## src/rtl/avalon_timer_pkg.sv

```systemverilog
// Shared register-map constants and CTRL field layout for the avalon_timer_mc block.
// The optional prescaler is enabled with the AVALON_TIMER_PRESCALER_EN macro.
package avalon_timer_pkg;

  localparam logic [1:0] REG_LOAD   = 2'd0;
  localparam logic [1:0] REG_THRESH = 2'd1;
  localparam logic [1:0] REG_CTRL   = 2'd2;
  localparam logic [1:0] REG_COUNT  = 2'd3;

  localparam int CTRL_EN      = 0;
  localparam int CTRL_PEND    = 1;
  localparam int CTRL_ONESHOT = 2;
  localparam int CTRL_IE      = 3;

  localparam int CTRL_PS_LSB = 8;
  localparam int CTRL_PS_W   = 8;

  function automatic logic [31:0] pack_ctrl(input logic en, input logic pend,
                                            input logic oneshot, input logic ie,
                                            input logic [CTRL_PS_W-1:0] ps);
    logic [31:0] v;
    v = 32'd0;
    v[CTRL_EN]      = en;
    v[CTRL_PEND]    = pend;
    v[CTRL_ONESHOT] = oneshot;
    v[CTRL_IE]      = ie;
    v[CTRL_PS_LSB +: CTRL_PS_W] = ps;
    return v;
  endfunction

endpackage

```

## src/rtl/timer_channel.sv

```systemverilog
// One timer channel: LOAD/THRESH/CTRL/COUNT registers, tick generation, wrap/pending, PWM output.
// AVALON_TIMER_PRESCALER_EN adds a per-channel 8-bit prescaler in CTRL[15:8].
module timer_channel
  import avalon_timer_pkg::*;
#(
  parameter int CNT_W = 32
) (
  input  logic        clk,
  input  logic        rst_n,
  input  logic        wr_en,
  input  logic [1:0]  reg_sel,
  input  logic [31:0] wdata,
  output logic [31:0] rdata,
  output logic        out_th,
  output logic        irq_req
);

  logic [CNT_W-1:0] load_r, thresh_r, count_r;
  logic en_r, pend_r, oneshot_r, ie_r, out_th_r;
  logic wr_load_s, wr_thresh_s, wr_ctrl_s, wr_count_s;
  logic tick_s, wrap_s, unused_wdata_s;
  logic [CTRL_PS_W-1:0] ps_s;

  assign wr_load_s      = wr_en && (reg_sel == REG_LOAD);
  assign wr_thresh_s    = wr_en && (reg_sel == REG_THRESH);
  assign wr_ctrl_s      = wr_en && (reg_sel == REG_CTRL);
  assign wr_count_s     = wr_en && (reg_sel == REG_COUNT);
  assign wrap_s         = tick_s && (count_r == load_r);
  assign unused_wdata_s = ^wdata;

`ifdef AVALON_TIMER_PRESCALER_EN
  logic [CTRL_PS_W-1:0] ps_r, pcnt_r;
  logic en_rise_s;

  assign en_rise_s = wr_ctrl_s && wdata[CTRL_EN] && !en_r;
  // >= rather than == so lowering PS mid-run cannot strand the divider
  assign tick_s    = en_r && (pcnt_r >= ps_r);
  assign ps_s      = ps_r;

  // Prescaler field and divider counter
  always_ff @(posedge clk or negedge rst_n) begin
    if (!rst_n) begin
      ps_r   <= 8'd0;
      pcnt_r <= 8'd0;
    end else begin
      if (wr_ctrl_s) ps_r <= wdata[CTRL_PS_LSB +: CTRL_PS_W];
      if (wr_count_s || en_rise_s || tick_s) pcnt_r <= 8'd0;
      else if (en_r)                         pcnt_r <= pcnt_r + 8'd1;
    end
  end
`else
  assign tick_s = en_r;
  assign ps_s   = 8'd0;
`endif

  // Channel registers; software COUNT/CTRL writes take priority over the counter
  always_ff @(posedge clk or negedge rst_n) begin
    if (!rst_n) begin
      load_r    <= '0;
      thresh_r  <= '0;
      count_r   <= '0;
      en_r      <= 1'b0;
      pend_r    <= 1'b0;
      oneshot_r <= 1'b0;
      ie_r      <= 1'b0;
      out_th_r  <= 1'b0;
    end else begin
      if (wr_load_s)   load_r   <= wdata[CNT_W-1:0];
      if (wr_thresh_s) thresh_r <= wdata[CNT_W-1:0];

      if (wr_count_s)  count_r <= wdata[CNT_W-1:0];
      else if (wrap_s) count_r <= oneshot_r ? count_r : '0;
      else if (tick_s) count_r <= count_r + CNT_W'(1);

      if (wr_ctrl_s) begin
        en_r      <= wdata[CTRL_EN];
        oneshot_r <= wdata[CTRL_ONESHOT];
        ie_r      <= wdata[CTRL_IE];
      end else if (wrap_s && oneshot_r) begin
        en_r <= 1'b0;
      end

      if (wrap_s)                             pend_r <= 1'b1;
      else if (wr_ctrl_s && wdata[CTRL_PEND]) pend_r <= 1'b0;

      out_th_r <= en_r && (count_r < thresh_r);
    end
  end

  // Register read mux for this channel
  always_comb begin
    rdata = 32'd0;
    case (reg_sel)
      REG_LOAD:   rdata = 32'(load_r);
      REG_THRESH: rdata = 32'(thresh_r);
      REG_CTRL:   rdata = pack_ctrl(en_r, pend_r, oneshot_r, ie_r, ps_s);
      REG_COUNT:  rdata = 32'(count_r);
      default:    rdata = 32'd0;
    endcase
  end

  assign out_th  = out_th_r;
  assign irq_req = pend_r & ie_r;

endmodule

```

## src/rtl/avalon_timer_mc.sv

```systemverilog
// Multi-channel Avalon-MM timer: address decode, registered read mux, irq OR over channels.
// Optional prescaler per channel via AVALON_TIMER_PRESCALER_EN (see timer_channel).
module avalon_timer_mc
  import avalon_timer_pkg::*;
#(
  parameter  int NUM_CH = 4,
  parameter  int CNT_W  = 32,
  localparam int AW     = $clog2(NUM_CH) + 2
) (
  input  logic              clk,
  input  logic              rst_n,
  input  logic              chipselect,
  input  logic [AW-1:0]     address,
  input  logic              write,
  input  logic              read,
  input  logic [31:0]       writedata,
  output logic [31:0]       readdata,
  output logic              irq,
  output logic [NUM_CH-1:0] out_th
);

  localparam int CH_W = (NUM_CH > 1) ? $clog2(NUM_CH) : 1;

  logic [CH_W-1:0]   ch_s;
  logic [1:0]        reg_s;
  logic [31:0]       ch_rdata_s [NUM_CH];
  logic [NUM_CH-1:0] irq_req_s;
  logic [31:0]       rd_mux_s, readdata_r;

  assign reg_s = address[1:0];

  generate
    if (NUM_CH > 1) begin : g_multi
      assign ch_s = address[AW-1:2];
    end else begin : g_single
      assign ch_s = 1'b0;
    end

    for (genvar i = 0; i < NUM_CH; i++) begin : g_ch
      timer_channel #(.CNT_W(CNT_W)) u_ch (
        .clk     (clk),
        .rst_n   (rst_n),
        .wr_en   (chipselect && write && (ch_s == CH_W'(i))),
        .reg_sel (reg_s),
        .wdata   (writedata),
        .rdata   (ch_rdata_s[i]),
        .out_th  (out_th[i]),
        .irq_req (irq_req_s[i])
      );
    end
  endgenerate

  // Channel select for reads; unpopulated channel slots read as zero
  always_comb begin
    rd_mux_s = 32'd0;
    if (int'(ch_s) < NUM_CH) rd_mux_s = ch_rdata_s[ch_s];
    else                     rd_mux_s = 32'd0;
  end

  // Registered read data, held between reads
  always_ff @(posedge clk or negedge rst_n) begin
    if (!rst_n)                  readdata_r <= 32'd0;
    else if (chipselect && read) readdata_r <= rd_mux_s;
  end

  assign readdata = readdata_r;
  assign irq      = |irq_req_s;

endmodule

```

## config.mk

```make
export PLATFORM = sky130hd
export DESIGN_NAME = avalon_timer_mc
export DESIGN_NICKNAME = d
export VERILOG_FILES = /design/src/rtl/avalon_timer_pkg.sv /design/src/rtl/timer_channel.sv /design/src/rtl/avalon_timer_mc.sv
export SDC_FILE = /design/constraint.sdc
export NUM_CORES = 1
export LEC_CHECK = 0
export CAP_MARGIN = 25
export CORE_MARGIN = 5
export CORE_UTILIZATION = 60
export CTS_CLUSTER_DIAMETER = 30
export CTS_CLUSTER_SIZE = 30
export DETAILED_ROUTE_END_ITERATION = 10
export PLACE_DENSITY = 0.82
export SETUP_SLACK_MARGIN = 0.1
export SYNTH_ARGS = -nofsm -noshare
export SYNTH_HDL_FRONTEND = slang
export SYNTH_HIERARCHICAL = 1
export SYNTH_SLANG_ARGS = --single-unit
```

## constraint.sdc

```tcl
create_clock -name clk -period 2.95 [get_ports clk]
set_input_delay 0.59 -clock clk [delete_from_list [all_inputs] [get_ports clk]]
set_output_delay 0.59 -clock clk [all_outputs]
set_load 0.02 [all_outputs]
```

==> results.txt <==
* Result of the run: complete, no violations
* Site row count: 80
- Total of warnings raised by yosys: 6
- Summed over all failing endpoints, the final setup total negative slack is 0 ns.
* Post-Synthesis Net Count: 3042
- Power spread over the standard cell area amounts to 897 nW/um2.
* Element type at the critical path start: flop
- In this run the worst path has a maximum fanout of 3.
- Entering global routing, the biggest net connects 78 pins.
- Total CTS buffers: 108
- Buffers plus inverters on the worst setup path: 1
* Post-route worst hold slack: 0.502 ns
* Data arrival, critical path: 2.21 ns
* Clock group share of total power: 38.7%
- Net count of the finished layout: 3203
* Proportion of layout cells with a drive suffix above 1: 27.2%
* Cell type of the slowest stage on the worst timing path: sky130_fd_sc_hd__or4_1
* Number of global-route vias before repair: 26100
- The number of different library cells used by synthesis comes to 60.
- Number of synthesized flops with an enable pin: 0
- Clock slew at reported path FFs: 0.05 ns
- Once placement completed, the tool counted placed cells totaling 3535.
- Sequential cell area fraction in the yosys report: 37.4%
* Worst slew margin: 21.0%
- Port buffering added 77 buffers.
- Vias after detailed routing: 26400
- Per report_power, the combinational group accounts for 31.1% of the total.
- Worst-case setup slack after placement: 0.168 ns
- Peak Freq: 358 MHz
- Dividing the final minimum period by the clock period gives 94.8%.
- Across the VDD grid, the largest voltage drop is 0.790 mV.
- Post-DRT Antenna Nets: 0
- Critical Setup Path Class: flop to output pin
- The worst hold path belongs to the class primary input to async pin.
* Unrepaired setup endpoints after global routing: no
- Max-slew violation total from the final report: 0
* Final worst clock skew: 0.0319 ns
- Clk_lat worst skew: 0.66 ns
- The total overflow left after global routing is 0.
* Post-synthesis cell type with the largest combined area: sky130_fd_sc_hd__dfrtp_1
- Subtracting the final worst setup slack from the clock period gives 2.80 ns.
- The die is 231 um wide.
- Initial Util: 60.9%
* Overall die height: 231 um
* Iteration-0 DRC count of the detailed router: 3885
* Placed wire-length estimate after detailed placement: 75100 um
- CTS Sinks: 436
- Biggest area contributors in the synthesized netlist: sky130_fd_sc_hd__dfrtp_1, sky130_fd_sc_hd__mux2_2, sky130_fd_sc_hd__ha_1
- After detailed routing, the total wire length is 112000 um.
* Antenna violations before repair: 11
- Internal power comes to 20.0 mW.
* Post-synthesis instance area: 29200 um2
- Crit path cell chain: and2_1 -> or4_1 -> dlygate4sd2_1
- The synthesized design contains 436 register bits.
- The number of hold violations in the final report is 0.
- At the end of the flow the core is filled with cells to 73.6%.
- Switching power summed over all nets: 11.7 mW
- Of all flip-flops after synthesis, the portion carrying an async set or reset was 100%.
- Routability-driven placement finished with a final weighted congestion of 1.03.
* Area share of the leading cell type in the synthesized netlist: 37.4%
- Dividing the detail-routed wire length by the instance count gives 29.8 um.
- The root buffer cell chosen for the clock tree is sky130_fd_sc_hd__clkbuf_16.
- For this run, the leading register cell type out of synthesis is sky130_fd_sc_hd__dfrtp_1.
- The area growth from synthesis to layout is 20.8%.
- The first TritonRoute pass finished after 8 iterations.
- The worst setup path is captured at an output pin.
- I/O pin cnt: 78
- Of the total power, the share spent switching nets is 36.9%.
- Count of mapped cells out of synthesis: 2873
- Maximum single-stage delay on the critical path: 0.50 ns
* Most frequent cells after synthesis: sky130_fd_sc_hd__dfrtp_1, sky130_fd_sc_hd__mux2_2, sky130_fd_sc_hd__nor2_1
- For the pin with the worst max-slew slack, the measured transition is 1.18 ns.
- Setup violations remaining at the end of the flow were counted as 0.
- Placeable core region: 47900 um2
* Final routed DRC violation total: 0
* Overall global routing resource usage: 41.1%
* Mean instance size in the synthesized netlist: 10.2 um2
- After detailed routing, the number of vias per cell comes to 7.04.
- Of the total power, registers draw 30.3%.
- LEAKAGE: 15.1 nW
* Cell family with the largest share of critical-path delay: simple AND/OR/NAND/NOR gates
- CTS H-tree lvls: 3
- TritonCTS built the clock tree.
- Max-cap violations in this run came to 0.
- Required time of the critical path: 2.36 ns
* Most numerous cell in the Yosys netlist: sky130_fd_sc_hd__dfrtp_1
- Largest buffer count on any clock path: 3
* Area of the die: 53200 um2
- Wire length of the first global-routing pass: 166000 um
- Final standard cell count with taps included and fillers excluded: 3750
* Worst setup margin: 0.153 ns
-- sequential cells by signal, indices dropped and copies added, names as in the netlist --
signal,cells
g_ch.u_ch/count_r,128
g_ch.u_ch/load_r,128
g_ch.u_ch/thresh_r,128
readdata,32
g_ch.u_ch/en_r,4
g_ch.u_ch/ie_r,4
g_ch.u_ch/oneshot_r,4
g_ch.u_ch/out_th,4
g_ch.u_ch/pend_r,4
-- stage by stage --
| stage | power [mW] | instance area (um2) |
|---|---|---|
| after floorplan | 15.2 | 29200 |
| after global placement | 18.3 | 31400 |
| after detailed placement | 18.8 | 31400 |
| after CTS | 31.2 | 35200 |
| after global routing | 32.7 | 35300 |
| final | 31.6 | 35300 |
-- timing repair --
action | in CTS | in global routing
setup buffers | 0 | 0
hold endpoints to repair | 47 | 0
resized for setup | 1 | 2
setup endpoints to repair | 1 | 4
hold buffers | 1 | 0
-- cell families after synthesis --
family	count (synthesis)	share of synthesized area [%]
flip-flops	436	37.4
adder cells (fa/ha/maj)	128	5.48
buffers and inverters	353	5.44
XOR/XNOR	128	3.84
AND/OR/NAND/NOR	820	14.3
multiplexers	532	22.3
AO/OA/AOI/OAI	476	11.3
-- path summary, 6_finish.rpt --
path,from,to,slack (ns),depth (start not counted)
max,g_ch[0].u_ch/pend_r,irq,0.15,3
min,rst_n,g_ch[2].u_ch/count_r[27],0.50,2
max reg2reg,g_ch[0].u_ch/count_r[1],g_ch[0].u_ch/count_r[14],0.17,7
min reg2reg,readdata[3],readdata[3],0.52,1
max in group asynchronous,rst_n,g_ch[1].u_ch/count_r[1],1.53,3
min in group clk,readdata[3],readdata[3],0.52,1
-- area by class of cell --
| cell class | instances | area, um2 |
|---|---|---|
| tap | 615 | 769 |
| fill | 3174 | 12700 |
| inverter | 145 | 544 |
| clock buffer | 140 | 3030 |
| timing repair buffer | 259 | 2510 |
| antenna | 6 | 15.0 |
| clock inverter | 65 | 758 |
| sequential | 436 | 10900 |
| multi-input combinational | 2084 | 16700 |
-- power by group through the flow --
stage / Sequential (mW) / Combinational [mW] / Clock (mW)
6_report: 9.58 / 9.83 / 12.2
5_1_grt: 9.63 / 10.5 / 12.6
4_1_cts: 9.40 / 9.56 / 12.2
3_5_place_dp: 9.43 / 9.37 / 0
3_3_place_gp: 9.39 / 8.94 / 0
2_1_floorplan: 8.53 / 6.69 / 0
-- layout by cell type, fill, tap and decap left out, types with 61 or more instances in the layout --
cell / count
sky130_fd_sc_hd__dfrtp_1: 436
sky130_fd_sc_hd__mux2_2: 333
sky130_fd_sc_hd__nor2_1: 274
sky130_fd_sc_hd__nand2_1: 229
sky130_fd_sc_hd__o21ai_0: 152
sky130_fd_sc_hd__buf_4: 152
sky130_fd_sc_hd__inv_1: 141
sky130_fd_sc_hd__xor2_1: 128
sky130_fd_sc_hd__ha_1: 128
sky130_fd_sc_hd__mux2i_1: 120
sky130_fd_sc_hd__clkbuf_16: 110
sky130_fd_sc_hd__a21oi_1: 92
sky130_fd_sc_hd__clkdlybuf4s50_1: 71
sky130_fd_sc_hd__nand4_1: 68
sky130_fd_sc_hd__nand3_1: 61
-- routing by layer --
metal / global-route usage (%) / wire, um / vias up
met5: 0.827 / 40 / -
met4: 25.3 / 8380 / 6
met3: 13.5 / 16300 / 503
met2: 59.5 / 47300 / 2082
met1: 53.6 / 39800 / 13000
li1: - / - / 10800
Note: power is estimated with default switching activity, not from simulation.
==> RTL edit (same settings) <==
`NUM_CH`: 4 -> 2.
--- a/src/rtl/avalon_timer_mc.sv
+++ b/src/rtl/avalon_timer_mc.sv
@@ -4,5 +4,5 @@
   import avalon_timer_pkg::*;
 #(
-  parameter  int NUM_CH = 4,
+  parameter  int NUM_CH = 2,
   parameter  int CNT_W  = 32,
   localparam int AW     = $clog2(NUM_CH) + 2
Ports: changed (resized address and out_th); port bits go from 78 to 75. No check against the original RTL was run, so the function may have changed too.
==> RTL edit against the original RTL <==
Power fell by 47%; non-clock buffer count fell by 110; final area fell by 48%; synthesized cell count fell by 47%; critical path depth did not move; cell count fell by 47%; routed wire length fell by 58%; die area fell by 46%; sequential cell count fell by 202; area after synthesis fell by 48%; combinational power fell by 49%; clock power fell by 45%; setup slack improved by 0.14 ns; via count fell by 51%; largest cell class unchanged; highest routed layer is now met4.
==> RTL edit: results (changes against the original RTL) <==
metric	value	unit	change
min Tclk post-route	2.65	ns	-0.144 ns
Final nets	1724		-46%
Crit path largest cell delay	0.56	ns	+0.06 ns
top post-synthesis cells by area	dfrtp_1 (38%), mux2_2 (12%), mux2i_1 (6.0%)		
Reg2Reg Launch Point	g_ch[1].u_ch/count_r[7]$_DFFE_PN0P_		
Worst Skew	0.0251	ns	-0.00681 ns
Lkg Pwr	7.84	nW	-48%
Crit path arrival time	2.06	ns	-0.15 ns
Worst Reg-to-Reg Cells	8		+1
share of cells above drive strength 1	0.253		-0.0196
slowest CP cell	clkdlybuf4s50_1		
Critical Path Source	g_ch[1].u_ch/pend_r$_DFFE_PN0P_		
clk_lat worst skew	0.58	ns	-0.08 ns
Avg Cell Area, Syn	9.98	µm²	-1.8%
Post-Place Setup Slack	0.328	ns	+0.160 ns
number of diodes	0		-6
cts repair resizes	0		-1
clock sinks	234		-46%
GR Util All Layers	0.323		-0.0887
count of non-CTS buffers in the layout	149		-42%
dpl hpwl	31700	µm	-58%
Routability Congestion	0.951		-7.8%
Num CTS Buffers	56		-48%
ClkCell Share	0.111		+0.00406
largest net degree at the start of global routing	82		+5.1%
number of iterations in the first detailed-routing pass	5		-3
r2r setup slk	0.36	ns	+0.19 ns
Non-clock buffers, area share	0.0747		+0.00367
outcome	complete, no violations		
Inst Count DP	1892		-46%
initial antenna violation count	0		-11
WL final	46500	µm	-58%
top flop regs	g_ch.u_ch/count_r x64, g_ch.u_ch/load_r x64, g_ch.u_ch/thresh_r x64		
first-pass GRT wire length	73500	µm	-56%
Slew HR	0.529		+0.319
-- RTL edit: per-layer routing --
metal	track usage	vias to the layer above	share of wire
met5	0	-	0
met2	0.547	717	0.48
met1	0.415	6434	0.39
met4	0.111	0	0.041
met3	0.0648	150	0.087
li1	-	5722	-
-- RTL edit: report_power, final --
group	switching [mW]	total, mW	internal, mW
logic	2.78	4.99	2.21
registers	1.02	4.99	3.97
clock network	2.12	6.69	4.57
total	5.92	16.7	10.8
-- RTL edit: cell families (layout without fill, tap and decap cells) --
| family | count (synthesis) | in the layout | share of synthesized area |
|---|---|---|---|
| compound gates | 302 | 302 | 0.137 |
| xor+xnor | 64 | 64 | 0.0368 |
| fa+ha+maj | 64 | 64 | 0.0525 |
| buf+inv | 186 | 325 | 0.0568 |
| flops | 234 | 234 | 0.384 |
| mux | 266 | 266 | 0.195 |
| simple gates | 411 | 411 | 0.138 |
